### config.mk
export PLATFORM = sky130hd
export DESIGN_NAME = cpu_output_buffer
export DESIGN_NICKNAME = d
export VERILOG_FILES = /design/src/rtl/cpu_output_buffer.sv
export SDC_FILE = /design/constraint.sdc
export NUM_CORES = 1
export LEC_CHECK = 0
export ABC_AREA = 1
export CAP_MARGIN = 20
export CORE_ASPECT_RATIO = 1.2
export CORE_MARGIN = 1.5
export CORE_UTILIZATION = 50
export CTS_CLUSTER_DIAMETER = 150
export DETAILED_ROUTE_END_ITERATION = 7
export HOLD_SLACK_MARGIN = 0.1
export PLACE_DENSITY = 0.72
export SYNTH_ARGS = -nofsm -noshare
export SYNTH_HDL_FRONTEND = slang
export SYNTH_SLANG_ARGS = --single-unit
### constraint.sdc
create_clock -name clock -period 2.3 [get_ports clock]
set_input_delay 0.23 -clock clock [delete_from_list [all_inputs] [get_ports clock]]
set_output_delay 0.23 -clock clock [all_outputs]
set_load 0.01 [all_outputs]
### src/rtl/cpu_output_buffer.sv
// ---------------------------------------------------------------------------
// cpu_output_buffer
//
// Purpose:
//   This module sits on the output side of the CPU core. Each word that the
//   CPU presents on `out` while `outFlag` is high is captured into a small
//   first-word-fall-through FIFO. The words are then drained to an external
//   consumer over a valid/ready handshake. This lets the CPU's single-cycle
//   output strobe work with consumers that may stall.
//
// Parameters:
//   WIDTH    - data word width (default 16)
//   DEPTH    - FIFO entries, power of two, minimum 2 (default 8)
//   PTRWIDTH - log2(DEPTH) (default 3)
//
// Ports:
//   clock         in   single clock, rising edge
//   reset         in   asynchronous, active-low reset
//   outFlag       in   CPU output strobe, one word offered per high cycle
//   out           in   CPU output word
//   dataOut       out  head-of-FIFO word, 0 when empty
//   dataValid     out  FIFO not empty
//   dataReady     in   consumer accepts dataOut when dataValid is high
//   full          out  count == DEPTH
//   empty         out  count == 0
//   count         out  number of stored words, 0..DEPTH
//   overflow      out  sticky drop indicator
//   overflowClear in   synchronous clear of overflow (a same-cycle drop wins)
//   dropCount     out  (only with OUTBUF_DROPCOUNT_EN) saturating count of
//                      dropped words
//
// Optional feature macro: OUTBUF_DROPCOUNT_EN
// ---------------------------------------------------------------------------
module cpu_output_buffer #(
  parameter int WIDTH    = 16,
  parameter int DEPTH    = 8,
  parameter int PTRWIDTH = 3
) (
  input  logic                clock,
  input  logic                reset,
  input  logic                outFlag,
  input  logic [WIDTH-1:0]    out,
  output logic [WIDTH-1:0]    dataOut,
  output logic                dataValid,
  input  logic                dataReady,
  output logic                full,
  output logic                empty,
  output logic [PTRWIDTH:0]   count,
  output logic                overflow,
  input  logic                overflowClear
`ifdef OUTBUF_DROPCOUNT_EN
  ,
  output logic [WIDTH-1:0]    dropCount
`endif
);

  localparam logic [PTRWIDTH:0]   CNT_ZERO = {(PTRWIDTH+1){1'b0}};
  localparam logic [PTRWIDTH:0]   CNT_ONE  = {{PTRWIDTH{1'b0}}, 1'b1};
  localparam logic [PTRWIDTH:0]   CNT_FULL = (PTRWIDTH+1)'(DEPTH);
  localparam logic [PTRWIDTH-1:0] PTR_ZERO = {PTRWIDTH{1'b0}};
  localparam logic [PTRWIDTH-1:0] PTR_ONE  = {{(PTRWIDTH-1){1'b0}}, 1'b1};

  logic [WIDTH-1:0]    mem_r [DEPTH];
  logic [PTRWIDTH-1:0] wr_ptr_r;
  logic [PTRWIDTH-1:0] rd_ptr_r;
  logic [PTRWIDTH:0]   count_r;
  logic                overflow_r;

  logic full_s;
  logic empty_s;
  logic pop_s;
  logic push_s;
  logic drop_s;

  // Full and empty are decided by the occupancy counter only. The pointers
  // are equal in both states, so they cannot tell the two apart.
  assign full_s  = (count_r == CNT_FULL);
  assign empty_s = (count_r == CNT_ZERO);

  // A pop frees a slot in the same cycle. A push to a full FIFO is therefore
  // still accepted when a pop happens alongside it.
  assign pop_s  = ~empty_s & dataReady;
  assign push_s = outFlag & (~full_s | pop_s);
  assign drop_s = outFlag & full_s & ~pop_s;

  // Pointer, occupancy and sticky-overflow state.
  always_ff @(posedge clock or negedge reset) begin
    if (!reset) begin
      wr_ptr_r   <= PTR_ZERO;
      rd_ptr_r   <= PTR_ZERO;
      count_r    <= CNT_ZERO;
      overflow_r <= 1'b0;
    end else begin
      if (push_s) begin
        wr_ptr_r <= wr_ptr_r + PTR_ONE;
      end
      if (pop_s) begin
        rd_ptr_r <= rd_ptr_r + PTR_ONE;
      end
      case ({push_s, pop_s})
        2'b10:   count_r <= count_r + CNT_ONE;
        2'b01:   count_r <= count_r - CNT_ONE;
        default: count_r <= count_r;
      endcase
      // A drop in the same cycle as a clear leaves the flag set.
      if (drop_s) begin
        overflow_r <= 1'b1;
      end else if (overflowClear) begin
        overflow_r <= 1'b0;
      end else begin
        overflow_r <= overflow_r;
      end
    end
  end

  // Storage array write port. The array is not reset; the pointers and the
  // counter alone decide which entries are valid.
  always_ff @(posedge clock) begin
    if (push_s) begin
      mem_r[wr_ptr_r] <= out;
    end
  end

  // Fall-through head word, forced to zero while nothing is stored.
  always_comb begin
    dataOut = {WIDTH{1'b0}};
    if (empty_s) begin
      dataOut = {WIDTH{1'b0}};
    end else begin
      dataOut = mem_r[rd_ptr_r];
    end
  end

  assign dataValid = ~empty_s;
  assign full      = full_s;
  assign empty     = empty_s;
  assign count     = count_r;
  assign overflow  = overflow_r;

`ifdef OUTBUF_DROPCOUNT_EN
  logic [WIDTH-1:0] drop_cnt_r;

  // Saturating drop counter. A clear together with a drop restarts the
  // count at one, so that drop is still counted.
  always_ff @(posedge clock or negedge reset) begin
    if (!reset) begin
      drop_cnt_r <= {WIDTH{1'b0}};
    end else if (overflowClear) begin
      drop_cnt_r <= drop_s ? {{(WIDTH-1){1'b0}}, 1'b1} : {WIDTH{1'b0}};
    end else if (drop_s && !(&drop_cnt_r)) begin
      drop_cnt_r <= drop_cnt_r + {{(WIDTH-1){1'b0}}, 1'b1};
    end else begin
      drop_cnt_r <= drop_cnt_r;
    end
  end

  assign dropCount = drop_cnt_r;
`endif

endmodule

==> run_results.csv <==
group,metric,value,unit
timing,tightest_slew,0.581,ns
floorplanning,ios,45,
place,dpl.hpwl,7230,um
grt,grtUsageTotal,0.224,
logic_synthesis,synthesis.nets,477,
finish,layout_commonest_cell,"nor2_1",
clocking,postCtsHoldBufs,0,
critical_path,end_kind,"primary output",
detailed_routing,postRouteAntennaNets,0,
logic_synthesis,syn_avg_cell_area,12.6,um^2
detailed_routing,wl_per_cell,18.1,um
finish,finalInstanceArea,7130,um^2
timing,timing.fmax,0.453,GHz
critical_path,worstReg2RegEnd,"mem_r[4][0]",
timing,period_share,0.961,
power_and_ir_drop,power.leakage,2.57,nW
critical_path,rr_worst_depth,8,
place,placed_area,6460,um^2
critical_path,crit_type,"flop to primary output",
critical_path,crit_arrival,1.98,ns
logic_synthesis,synth_seq_cells,139,
power_and_ir_drop,powerDensity,1380,nW/um^2
floorplanning,fp.dieArea,12100,um^2
grt,grt_pass1_vias,3948,
power_and_ir_drop,netSwitchingFraction,0.343,
timing,drv_slew,0,
power_and_ir_drop,power.switching,0.00337,W
timing,setup_viol,0,
finish,syn2layout_area_growth,24.9,%
finish,drive_gt1_frac,0.155,
finish,utilization,0.643,
finish,layout_common_cells,"nor2_1 (135), edfxtp_1 (128), o21ai_0 (42)",
timing,slew_headroom,0.611,
place,gp_congestion,0.805,
clocking,cts_root_buffer,"clkbuf_16",
timing,fin_setup_tns,0,ns
floorplanning,fp.dieW,101,um
flow_run,drv_cap,0,
outcome,run_status,"finished clean",
critical_path,path_max_fanout,20,
detailed_routing,drt_iter0_markers,234,
logic_synthesis,synth_cell_type_count,27,
clocking,worstSkewPairLatency,0.42,ns
floorplanning,chipHeight,120,um
clocking,tritoncts,"yes",
detailed_routing,drc_errors,0,
timing,finalHoldViolations,0,
floorplanning,core-area,11100,um^2
clocking,post_cts.repair.setup_buffers,0,
critical_path,required,2.07,ns
finish,n_antenna_cell,0,
power_and_ir_drop,power_frac_seq,0.340,
logic_synthesis,netlist_area,5710,um^2
place,io_buffers,44,
clocking,htree_levels,4,
detailed_routing,via_per_inst,5.51,
grt,grt_pass1_wl,19800,um
finish,nNetsFinal,541,
grt,antenna_found_initial,0,
clocking,clk_pin_slew,0.06,ns
floorplanning,row_count,42,
clocking,cts_buffers,17,
logic_synthesis,ys_warn_count,0,
critical_path,worstReg2RegStart,"count[0]",
clocking,cts_num_sinks,139,
grt,gr-total-overflow,0,
detailed_routing,dr.pass1.iters,4,
timing,finClkSkew,0.00683,ns
critical_path,r2r_setup_slack,0.28,ns
detailed_routing,wl,12400,um
logic_synthesis,synth_seq_area_share,0.722,
floorplanning,start_util,0.515,
power_and_ir_drop,p_comb_frac,0.364,
timing,period_needed,2.21,ns
detailed_routing,vias,3771,
clocking,max-clock-path-buffers,2,
power_and_ir_drop,power_frac_clock,0.295,
min_path,hold_path_class,"input pin to async pin",
power_and_ir_drop,peakVddDrop,760,uV
power_and_ir_drop,power.internal,0.00647,W
logic_synthesis,synth_cells,453,
timing,rsz0062_at_grt,"false",
critical_path,critPathLaunchType,"flop",
grt,grt_max_degree,45,
flip-flops by register name (all words and copies together), names as in the netlist:
signal	cells
rd_ptr_r	3
count	4
overflow	1
wr_ptr_r	3
mem_r	128
how the worst max path moves through the flow:
| stage | from | endpoint | slack (ns) | depth (start not counted) |
|---|---|---|---|---|
| 2_1_floorplan | count[0] | mem_r[4][0] | 0.10 | 7 |
| 3_3_place_gp | dataReady | mem_r[4][10] | 0.26 | 7 |
| 3_5_place_dp | dataReady | mem_r[4][9] | 0.21 | 7 |
| 4_1_cts | rd_ptr_r[0] | dataOut[14] | 0.03 | 7 |
| 5_1_grt | rd_ptr_r[0] | dataOut[7] | 0.007 | 7 |
| 6_report | rd_ptr_r[0] | dataOut[14] | 0.09 | 7 |
cell usage after synthesis:
cell	n	area [um^2]
nand2_4	4	45.0
inv_2	1	3.75
clkbuf_1	8	30.0
edfxtp_1	128	3840
xor2_1	4	35.0
inv_1	14	52.6
nor2_1	136	510
buf_6	5	56.3
nand4_1	2	12.5
nor2_2	3	18.8
nand2_2	3	18.8
dfrtp_1	11	275
o211ai_1	1	7.51
a21oi_1	1	5.00
ha_1	3	37.5
xnor2_1	1	8.76
inv_4	1	6.26
o32ai_1	32	280
nand3_2	1	10.0
nand3_1	6	30.0
buf_1	2	7.51
nand2_1	21	78.8
buf_2	11	55.1
o21ai_0	45	225
o22ai_1	2	12.5
or2_4	1	8.76
o21ai_1	6	30.0
what timing repair did:
item                                    CTS  global route
gates resized for setup                  20            22
gates cloned                              1             0
endpoints found under the setup margin   16            10
pin swaps                                 1             0
cell families (layout without fill, tap and decap cells):
family / after synthesis / after routing / synth area share
compound gates: 87 / 87 / 0.0982
xor+xnor: 5 / 5 / 0.00768
fa+ha+maj: 3 / 3 / 0.00658
buf+inv: 42 / 119 / 0.0371
flops: 139 / 139 / 0.722
simple gates: 177 / 177 / 0.129
cell type report:
cell class | instances | area, um^2
Sequential cell | 139 | 4120
Inverter | 16 | 65.1
Clock inverter | 15 | 214
Tap cell | 154 | 193
Clock buffer | 17 | 425
Multi-Input combinational cell | 272 | 1390
Fill cell | 846 | 3960
Timing Repair Buffer | 71 | 717
critical path, cell delays in order (launching register included):
cell             delay [ns]
dfrtp_2                0.45
inv_4                  0.11
buf_12                 0.17
nor2_1                 0.06
o32ai_1                0.22
o21ai_1                0.12
nor2_2                 0.18
clkdlybuf4s15_1        0.26
power groups by stage:
stage	clock network, W	registers (W)	logic [W]
6_report	0.00291	0.00335	0.00359
5_1_grt	0.00305	0.00339	0.00394
4_1_cts	0.00294	0.00335	0.00357
3_5_place_dp	0	0.00340	0.00363
3_3_place_gp	0	0.00338	0.00354
2_1_floorplan	0	0.00337	0.00213
layer usage:
layer,wire length (um),GRT usage,share of wire
met1,4850,0.260,0.39
met2,6590,0.379,0.53
met3,655,0.0612,0.053
met4,291,0.116,0.023
met5,0,0,0
metrics by stage:
step | power [W] | std cells | hold slack (ns) | setup slack (ns)
after floorplan | 0.00551 | 453 | -0.0656 | 0.103
after global placement | 0.00692 | 651 | 0.523 | 0.263
after detailed placement | 0.00702 | 651 | 0.546 | 0.213
after CTS | 0.00986 | 684 | 0.179 | 0.0301
after global routing | 0.0104 | 684 | 0.217 | 0.00700
final | 0.00985 | 684 | 0.187 | 0.0902
No activity file was read; power rests on OpenSTA's default activity.
